## config.mk

```make
export PLATFORM = sky130hd
export DESIGN_NAME = pipe_hazard_ctrl
export DESIGN_NICKNAME = d
export VERILOG_FILES = /design/src/rtl/pipe_hazard_ctrl.sv
export SDC_FILE = /design/constraint.sdc
export NUM_CORES = 1
export LEC_CHECK = 0
export CAP_MARGIN = 40
export CORE_ASPECT_RATIO = 1.25
export CORE_UTILIZATION = 35
export CTS_BUF_LIST = sky130_fd_sc_hd__clkbuf_16
export CTS_CLUSTER_SIZE = 16
export DETAILED_ROUTE_END_ITERATION = 12
export PLACE_DENSITY_LB_ADDON = 0.12
export SYNTH_ARGS = -nofsm -noshare
export SYNTH_HDL_FRONTEND = slang
export SYNTH_SLANG_ARGS = --single-unit
```

## constraint.sdc

```tcl
create_clock -name clk -period 2.42 [get_ports clk]
set_input_delay 0.484 -clock clk [delete_from_list [all_inputs] [get_ports clk]]
set_output_delay 0.484 -clock clk [all_outputs]
set_load 0.05 [all_outputs]
```

## src/rtl/pipe_hazard_ctrl.sv

```systemverilog
// ---------------------------------------------------------------------------
// pipe_hazard_ctrl
//
// Central stall/flush sequencer for a 5-stage pipeline. It drives the load
// enables and bubble-flush controls of the PC, IF/ID, ID/EX, EX/MEM and
// MEM/WB registers. It resolves load-use hazards, taken-branch and jump
// flushes, variable-latency data-memory waits with a timeout, and
// halt/drain requests. The FSM state is registered. The pipeline controls
// are Mealy outputs of that state plus the current-cycle inputs.
//
// Parameters:
//   MEM_TIMEOUT  max consecutive memory-stall cycles before the error
//                state (legal 2..255, 8-bit wait counter)
//   DRAIN_DEPTH  bubble cycles injected before a halt is acknowledged
//                (legal 1..15, 4-bit drain counter)
//
// Ports:
//   clk              clock, rising edge
//   reset            asynchronous reset, active low
//   IFID_Rs_in       rs of the instruction in ID
//   IFID_Rt_in       rt of the instruction in ID
//   IDEX_RtorRd_in   destination register of the instruction in EX
//   IDEX_MemRead_in  instruction in EX is a load
//   branch_taken_in  EX resolved a taken branch
//   jump_in          ID decoded a jump
//   mem_req_in       MEM-stage instruction accesses data memory
//   mem_ready_in     data memory completes the access this cycle
//   halt_req_in      level-sensitive halt request
//   *_en_o           pipeline register load enables
//   *_flush_o        load a bubble instead of data
//   halt_ack_o       pipeline drained and frozen
//   mem_err_o        sticky memory-timeout error
//   state_o          current FSM state code
//
// Optional feature (macro HAZ_PERF_EN):
//   Adds the stall_cnt_o[31:0] and flush_cnt_o[31:0] performance counters.
//   Both counters wrap and both clear on reset.
// ---------------------------------------------------------------------------
module pipe_hazard_ctrl #(
    parameter int unsigned MEM_TIMEOUT = 16,
    parameter int unsigned DRAIN_DEPTH = 4
) (
    input  logic        clk,
    input  logic        reset,
    input  logic [4:0]  IFID_Rs_in,
    input  logic [4:0]  IFID_Rt_in,
    input  logic [4:0]  IDEX_RtorRd_in,
    input  logic        IDEX_MemRead_in,
    input  logic        branch_taken_in,
    input  logic        jump_in,
    input  logic        mem_req_in,
    input  logic        mem_ready_in,
    input  logic        halt_req_in,
    output logic        PC_en_o,
    output logic        IFID_en_o,
    output logic        IDEX_en_o,
    output logic        EXMEM_en_o,
    output logic        MEMWB_en_o,
    output logic        IFID_flush_o,
    output logic        IDEX_flush_o,
    output logic        MEMWB_flush_o,
    output logic        halt_ack_o,
    output logic        mem_err_o,
    output logic [2:0]  state_o
`ifdef HAZ_PERF_EN
    ,
    output logic [31:0] stall_cnt_o,
    output logic [31:0] flush_cnt_o
`endif
);

    typedef enum logic [2:0] {
        StRun     = 3'd0,
        StMemWait = 3'd1,
        StDrain   = 3'd2,
        StHalted  = 3'd3,
        StErr     = 3'd4
    } state_t;

    localparam logic [7:0] WaitLast  = 8'(MEM_TIMEOUT - 1);
    localparam logic [3:0] DrainInit = 4'(DRAIN_DEPTH);

    state_t     r_state;
    logic [7:0] r_wait_cnt;
    logic [3:0] r_drain_cnt;
    logic       r_halt_drop;
    logic       r_mem_err;

    logic       w_mem_stall;
    logic       w_load_use;
    logic       w_wait_last;
    logic       w_halt_keep;

    assign w_mem_stall = mem_req_in && !mem_ready_in;
    // Register 0 is hard-wired to zero, so a load into r0 creates no hazard.
    assign w_load_use  = IDEX_MemRead_in && (IDEX_RtorRd_in != 5'd0) &&
                         ((IDEX_RtorRd_in == IFID_Rs_in) || (IDEX_RtorRd_in == IFID_Rt_in));
    assign w_wait_last = (r_wait_cnt == WaitLast);
    // Halt only if the request was never released during the whole drain.
    assign w_halt_keep = halt_req_in && !r_halt_drop;

    // ------------------------------------------------------------------
    // State sequencing
    // ------------------------------------------------------------------
    always_ff @(posedge clk or negedge reset) begin
        if (!reset) begin
            r_state     <= StRun;
            r_wait_cnt  <= 8'd0;
            r_drain_cnt <= 4'd0;
            r_halt_drop <= 1'b0;
            r_mem_err   <= 1'b0;
        end else begin
            unique case (r_state)
                StRun: begin
                    if (w_mem_stall) begin
                        r_state    <= StMemWait;
                        r_wait_cnt <= 8'd1;
                    end else if (halt_req_in) begin
                        r_state     <= StDrain;
                        r_drain_cnt <= DrainInit;
                        r_halt_drop <= 1'b0;
                        r_wait_cnt  <= 8'd0;
                    end
                end
                StMemWait: begin
                    if (mem_ready_in) begin
                        r_state    <= StRun;
                        r_wait_cnt <= 8'd0;
                    end else if (w_wait_last) begin
                        r_state   <= StErr;
                        r_mem_err <= 1'b1;
                    end else begin
                        r_wait_cnt <= r_wait_cnt + 8'd1;
                    end
                end
                StDrain: begin
                    if (!halt_req_in) begin
                        r_halt_drop <= 1'b1;
                    end
                    // A stall inside the drain holds drain_cnt and counts wait cycles.
                    if (w_mem_stall) begin
                        if (w_wait_last) begin
                            r_state   <= StErr;
                            r_mem_err <= 1'b1;
                        end else begin
                            r_wait_cnt <= r_wait_cnt + 8'd1;
                        end
                    end else begin
                        r_wait_cnt <= 8'd0;
                        if (r_drain_cnt <= 4'd1) begin
                            r_drain_cnt <= 4'd0;
                            r_state     <= w_halt_keep ? StHalted : StRun;
                        end else begin
                            r_drain_cnt <= r_drain_cnt - 4'd1;
                        end
                    end
                end
                StHalted: begin
                    if (!halt_req_in) begin
                        r_state <= StRun;
                    end
                end
                StErr: begin
                    r_state <= StErr;
                end
                default: begin
                    r_state <= StRun;
                end
            endcase
        end
    end

    // ------------------------------------------------------------------
    // Pipeline controls (Mealy). They are gated by reset so that the
    // pipeline freezes immediately when reset is asserted.
    // ------------------------------------------------------------------
    always_comb begin
        PC_en_o       = 1'b0;
        IFID_en_o     = 1'b0;
        IDEX_en_o     = 1'b0;
        EXMEM_en_o    = 1'b0;
        MEMWB_en_o    = 1'b0;
        IFID_flush_o  = 1'b0;
        IDEX_flush_o  = 1'b0;
        MEMWB_flush_o = 1'b0;
        halt_ack_o    = 1'b0;
        if (reset) begin
            unique case (r_state)
                StRun: begin
                    if (w_mem_stall) begin
                        // The WB instruction retires once. A bubble then
                        // refills MEM/WB so that it does not retire again.
                        MEMWB_en_o    = 1'b1;
                        MEMWB_flush_o = 1'b1;
                    end else begin
                        PC_en_o    = 1'b1;
                        IFID_en_o  = 1'b1;
                        IDEX_en_o  = 1'b1;
                        EXMEM_en_o = 1'b1;
                        MEMWB_en_o = 1'b1;
                        if (branch_taken_in) begin
                            IFID_flush_o = 1'b1;
                            IDEX_flush_o = 1'b1;
                        end else if (w_load_use) begin
                            PC_en_o      = 1'b0;
                            IFID_en_o    = 1'b0;
                            IDEX_flush_o = 1'b1;
                        end else if (jump_in) begin
                            IFID_flush_o = 1'b1;
                        end
                    end
                end
                StMemWait: begin
                    if (mem_ready_in) begin
                        PC_en_o    = 1'b1;
                        IFID_en_o  = 1'b1;
                        IDEX_en_o  = 1'b1;
                        EXMEM_en_o = 1'b1;
                        MEMWB_en_o = 1'b1;
                    end else begin
                        MEMWB_en_o    = 1'b1;
                        MEMWB_flush_o = 1'b1;
                    end
                end
                StDrain: begin
                    if (w_mem_stall) begin
                        MEMWB_en_o    = 1'b1;
                        MEMWB_flush_o = 1'b1;
                    end else begin
                        // Fetch is held. IF/ID loads bubbles while the
                        // instructions already downstream keep flowing out.
                        IFID_en_o    = 1'b1;
                        IDEX_en_o    = 1'b1;
                        EXMEM_en_o   = 1'b1;
                        MEMWB_en_o   = 1'b1;
                        IFID_flush_o = 1'b1;
                    end
                end
                StHalted: begin
                    halt_ack_o = 1'b1;
                end
                StErr: begin
                    halt_ack_o = 1'b0;
                end
                default: begin
                    halt_ack_o = 1'b0;
                end
            endcase
        end
    end

    assign mem_err_o = r_mem_err;
    assign state_o   = r_state;

`ifdef HAZ_PERF_EN
    logic [31:0] r_stall_cnt;
    logic [31:0] r_flush_cnt;
    logic        w_stall_evt;
    logic        w_flush_evt;

    assign w_stall_evt = !PC_en_o && ((r_state == StRun) || (r_state == StMemWait));
    assign w_flush_evt = (IFID_flush_o || IDEX_flush_o) && (r_state == StRun);

    always_ff @(posedge clk or negedge reset) begin
        if (!reset) begin
            r_stall_cnt <= 32'd0;
            r_flush_cnt <= 32'd0;
        end else begin
            if (w_stall_evt) begin
                r_stall_cnt <= r_stall_cnt + 32'd1;
            end
            if (w_flush_evt) begin
                r_flush_cnt <= r_flush_cnt + 32'd1;
            end
        end
    end

    assign stall_cnt_o = r_stall_cnt;
    assign flush_cnt_o = r_flush_cnt;
`endif

endmodule

```

Word-level counts from Yosys, hierarchy flattened. Index checks and enable logic that the tools add are counted.

Equal/unequal tests: 16. Bitwise gates (word level): 0. Muxes and demuxes: 58. Multipliers: 0. Shift-type cells: 0. $lt $le $gt $ge: 1. $add $sub $neg: 2. Divide/modulo/power cells: 0. Reduce and logical (&&, ||, !) cells: 19.

Operators by type and width (number): $mux 8 (5); $mux 1 (31); $pmux 8 s3 (1); $mux 3 (7); $mux 4 (4); $pmux 3 s5 (1); $ne 2x2->1 const B (7); $pmux 1 s2 (6); $eq 5x5->1 (2); $add 8x1->8 const B (1); $eq 8x4->1 const B (1); $pmux 4 s2 (1); $reduce_and 4->1 (2); $eq 3x2->1 const B (2); $ne 3x3->1 const B (2); $reduce_and 3->1 (2); $reduce_bool 5->1 (1); $le 4x1->1 const B (1); $logic_and 1x1->1 (4); $reduce_bool 2->1 (2); $sub 4x1->4 const B (1); $eq 3x1->1 const B (1); $eq 3x3->1 const B (1); $logic_not 3->1 (1); 8 further kinds (9).

RAM bits: 0. Output and inout port bits: 13. Register bits after elaboration: 17. Bits in latches: 0. Memory bits (read-only): 0. Logic and storage cells: 101. Input port bits: 23. Memories kept: 0.

Depth between registers and ports, before layout.
Depth in word-level cells: 8. Gate-level depth with buffers: 6. Depth with buffers taken out: 6.

Worst setup path after synthesis. Ideal clock, no wire load.

Kind: register -> output. Start point: register r_state[2], in the netlist state_o[2]. End point: output port IFID_en_o. Path buffers: 1. Slack: -1.020 ns. Stages on the path, launching flop included: 5. Arrival time: 2.956 ns. Data required time: 1.936 ns. Cell sequence: dfrtp_1 -> clkbuf_1 -> nor3_1 -> o21a_1 -> a21boi_0.

Longest elaborated chain between the ends: 3. Elaborated cells between the ends (all ways): 5. Those cells by class: eq/ne (2); mux (2); reduce/logical (1).

Ends and longest elaborated chain: from (decl) (line 83) `state_t r_state;`; from (signal assigned) (line 107) `r_state <= StRun;`; from (signal assigned) (line 116) `r_state <= StMemWait;`; from (signal assigned) (line 119) `r_state <= StDrain;`; $eq 3x2->1 (tied with other cells) (line 188) `unique case (r_state)`; $pmux 1 s3 * (line 188); $mux 1 * (line 187) `if (reset) begin`; to (decl) (line 55) `output logic IFID_en_o,`.

Every way passes the cells marked *; elsewhere a longest branch is shown, timed or not.

Worst setup path in the final report.
Start point: input port mem_req_in. End point: output port IFID_en_o.

Longest elaborated chain between the ends: 4. Elaborated cells between the ends (all ways): 5. Those cells by class: mux (4); reduce/logical (1).

Ends and longest elaborated chain: from (decl) (line 51) `input logic mem_req_in,`; $logic_and 1x1->1 * (line 94) `assign w_mem_stall = mem_req_in && !mem_ready_in;`; $mux 1, on equally long branches (line 226, 190); $pmux 1 s3 * (line 188); $mux 1 * (line 187).

Marks and branches as above.

==> results.json <==
{
  "regArea_um2": 427.9,
  "crit_path_max_fanout": 4,
  "r2r_start": "r_drain_cnt[0]$_DFFE_PN0P_",
  "synthSimpleGateAreaFrac_pct": 24.44,
  "p_sw_share_pct": 43.24,
  "cts.sinks": 17,
  "initial_utilization_pct": 36.86,
  "ctsLongestPathBuffers": 2,
  "slowest_stage": "clkdlybuf4s50_1",
  "fin_crit_sh_pct": 97.60,
  "hold_class": "flop to flop",
  "timing.critical_path.from": "mem_req_in",
  "skew_ns": 0.004758,
  "antenna_left": 0,
  "die_area_mm2": 0.003949,
  "clkLatencyLatePin_ns": 0.26,
  "grt_pass1_vias": 1482,
  "rsz0062_at_grt": "no",
  "htree_num_levels": 1,
  "layout_min_cycle_time_ns": 2.362,
  "nNetsFinal": 246,
  "outcome": "complete, no violations",
  "max_cap_violations": 0,
  "seqPwrFrac_pct": 22.0,
  "r2r_cells": 5,
  "synth_top_area_share_pct": 32.85,
  "cts_buffers": 3,
  "cp_data_required_time_ns": 1.94,
  "synth.most_common_cell": "dfrtp_1",
  "grtUsageTotal_pct": 20.74,
  "synthDistinctLibCells": 42,
  "holdCritStartpoint": "mem_err_o$_DFFE_PN0P_",
  "synth_seq_area_share_pct": 32.85,
  "wirelength_um": 3847,
  "whs_path_depth": 1,
  "hpwl_um": 2910,
  "cts_tree": "yes",
  "ys_ff_latch": 17,
  "crit_path_end_kind": "output port",
  "power_frac_clock_pct": 18.1,
  "placed_cells": 251,
  "synthTopCellsByArea": "dfrtp_1, xnor2_1, o21ai_0",
  "cpPeakStageDelay_ns": 0.42,
  "design_area_mm2": 0.002131,
  "antenna_found_initial": 0,
  "grt_max_degree": 18,
  "synthAdderAreaFrac_pct": 2.899,
  "relSlewSlack_pct": 42.80,
  "tightest_slew_ns": 0.8472,
  "num_rows": 24,
  "io_pins": 36,
  "drt_iter0_drc": 52,
  "areaGrowthSynthToFinish_pct": 64.54,
  "drc": 0,
  "setup_viol": 0,
  "numPortBuffers": 35,
  "synth_edf_count": 0,
  "yosys.area.top_type": "dfrtp_1",
  "ys.flop_type": "dfrtp_1",
  "path_clk_slew_ns": 0.06,
  "crit_arrival_ns": 1.88,
  "dr.pass1.iters": 4,
  "synth.area.mux_share_pct": 0,
  "syn_nets": 185,
  "cts_root_buf": "clkbuf_16",
  "via_per_inst": 5.620,
  "fmax_mhz": 423.4,
  "fillers": 292,
  "gp_congestion": 0.8900,
  "die_y_um": 70.01,
  "ys_warn_count": 0,
  "core_mm2": 0.003513,
  "synth_top_family_by_area": "compound AO/OA/AOI/OAI gates",
  "synth_xor_area_share_pct": 8.116,
  "drive_gt1_share_pct": 27.40,
  "multi_input_area_um2": 917.1,
  "crit_chain": "clkdlybuf4s50_1 > nor2b_4 > nor3_4 > buf_4 > o21a_2 > a21boi_4 > buf_6",
  "ir_drop_mv": 0.6046,
  "placed_cell_area_mm2": 0.001956,
  "wl_per_cell_um": 14.91,
  "p_per_area_mw_per_mm2": 897.2,
  "syn_inst": 159,
  "antennaDiodeCount": 0,
  "syn_avg_cell_area_um2": 8.145,
  "hold_viol_final": 0,
  "netlist_area_mm2": 0.001295,
  "die_w_um": 56.41,
  "p_int_mw": 1.085,
  "instances_no_fill": 258,
  "ctsHoldBuffers": 0,
  "async_flop_share_pct": 100.0,
  "grt-ovfl-total": 0,
  "p_leak_nw": 0.9184,
  "via_count": 1450,
  "synth-compound-area-share_pct": 27.15,
  "p_sw_uw": 826.8,
  "power_frac_comb_pct": 60.0,
  "critical_path_class": "primary input to output port",
  "startpoint_type": "primary input",
  "synth_common_cells": "dfrtp_1, o21ai_0, nand2_1, xnor2_1, nor2_1",
  "slew_viol_final": 0,
  "grt_pass1_wl_um": 6555
}
cells by family after synthesis:
family | Yosys count
DFF | 17
adders and majority gates | 3
and+or+nand+nor | 62
AOI/OAI and AO/OA | 51
buffers and inverters | 14
xor gates and xnor gates | 12
cell usage in the layout (no fill, tap or decap), types with 8 or more instances in the layout:
master	count
nor2_1	10
nor3_1	8
inv_1	9
nand2_1	12
dfrtp_1	15
xnor2_1	11
buf_4	25
o21ai_0	12
buf_12	8
clkdlybuf4s50_1	20
routing by layer:
metal / share of wire (%) / routed length (um) / up-vias / track usage [%]
li1: - / - / 719 / -
met3: 2.8 / 108 / 6 / 3.148
met5: 0 / 0 / - / 0
met2: 54 / 2081 / 35 / 37.83
met4: 1.0 / 40 / 0 / 4.065
met1: 42 / 1617 / 690 / 25.58
power groups by stage:
| stage | logic (mW) | clock network, mW | registers [mW] |
|---|---|---|---|
| after floorplan | 0.618 | 0 | 0.469 |
| after global placement | 1.06 | 0 | 0.415 |
| after detailed placement | 1.08 | 0 | 0.419 |
| after CTS | 1.14 | 0.340 | 0.417 |
| after global routing | 1.25 | 0.350 | 0.431 |
| final | 1.15 | 0.346 | 0.420 |
final cells by class:
cell class                      count  share of cell area, %
Sequential cell                    17                  20.08
Clock inverter                      1                 0.1762
Clock buffer                        3                  3.523
Timing Repair Buffer               62                  29.48
Multi-Input combinational cell    128                  43.04
Inverter                            8                  1.409
Tap cell                           39                  2.290
flip-flops by register name, indices dropped and copies added, names as in the netlist:
register     flops
state_o          3
r_halt_drop      1
mem_err_o        1
r_drain_cnt      4
r_wait_cnt       8
stage by stage:
step | setup WS [ns] | TNS (ns) | total power [mW] | hold slack, ns | util, %
6_report | 0.05809 | 0 | 1.912 | 0.4637 | 60.65
5_1_grt | 0.0008082 | 0 | 2.028 | 0.4851 | 60.65
4_1_cts | 0.001570 | 0 | 1.899 | 0.4696 | 60.68
3_5_place_dp | -0.4023 | -1.506 | 1.501 | 0.4575 | 55.66
3_3_place_gp | -0.3634 | -1.352 | 1.478 | 0.4540 | 55.66
2_1_floorplan | -0.1501 | -0.2941 | 1.088 | 0.1884 | -
path summary, 6_finish.rpt:
check	to	slack (ns)
max in group asynchronous	state_o[0]$_DFFE_PN0P_	1.42
hold reg to reg	mem_err_o$_DFFE_PN0P_	0.46
setup / recovery	IFID_en_o	0.06
hold / removal	mem_err_o$_DFFE_PN0P_	0.46
setup reg to reg	r_drain_cnt[3]$_DFFE_PN0P_	0.60
min in group asynchronous	r_wait_cnt[5]$_DFFE_PN0P_	0.79
critical path: cells and delay by family:
kind            cells  cell delay, ns
simple gates        2            0.33
compound gates      2            0.31
buf+inv             3            0.76
repair_timing:
item | CTS | global route
setup buffers | 3 | 0
endpoints found under the setup margin | 4 | 4
pin swaps | 4 | 6
resized for setup | 25 | 8
(Power assumes the default switching activity.)
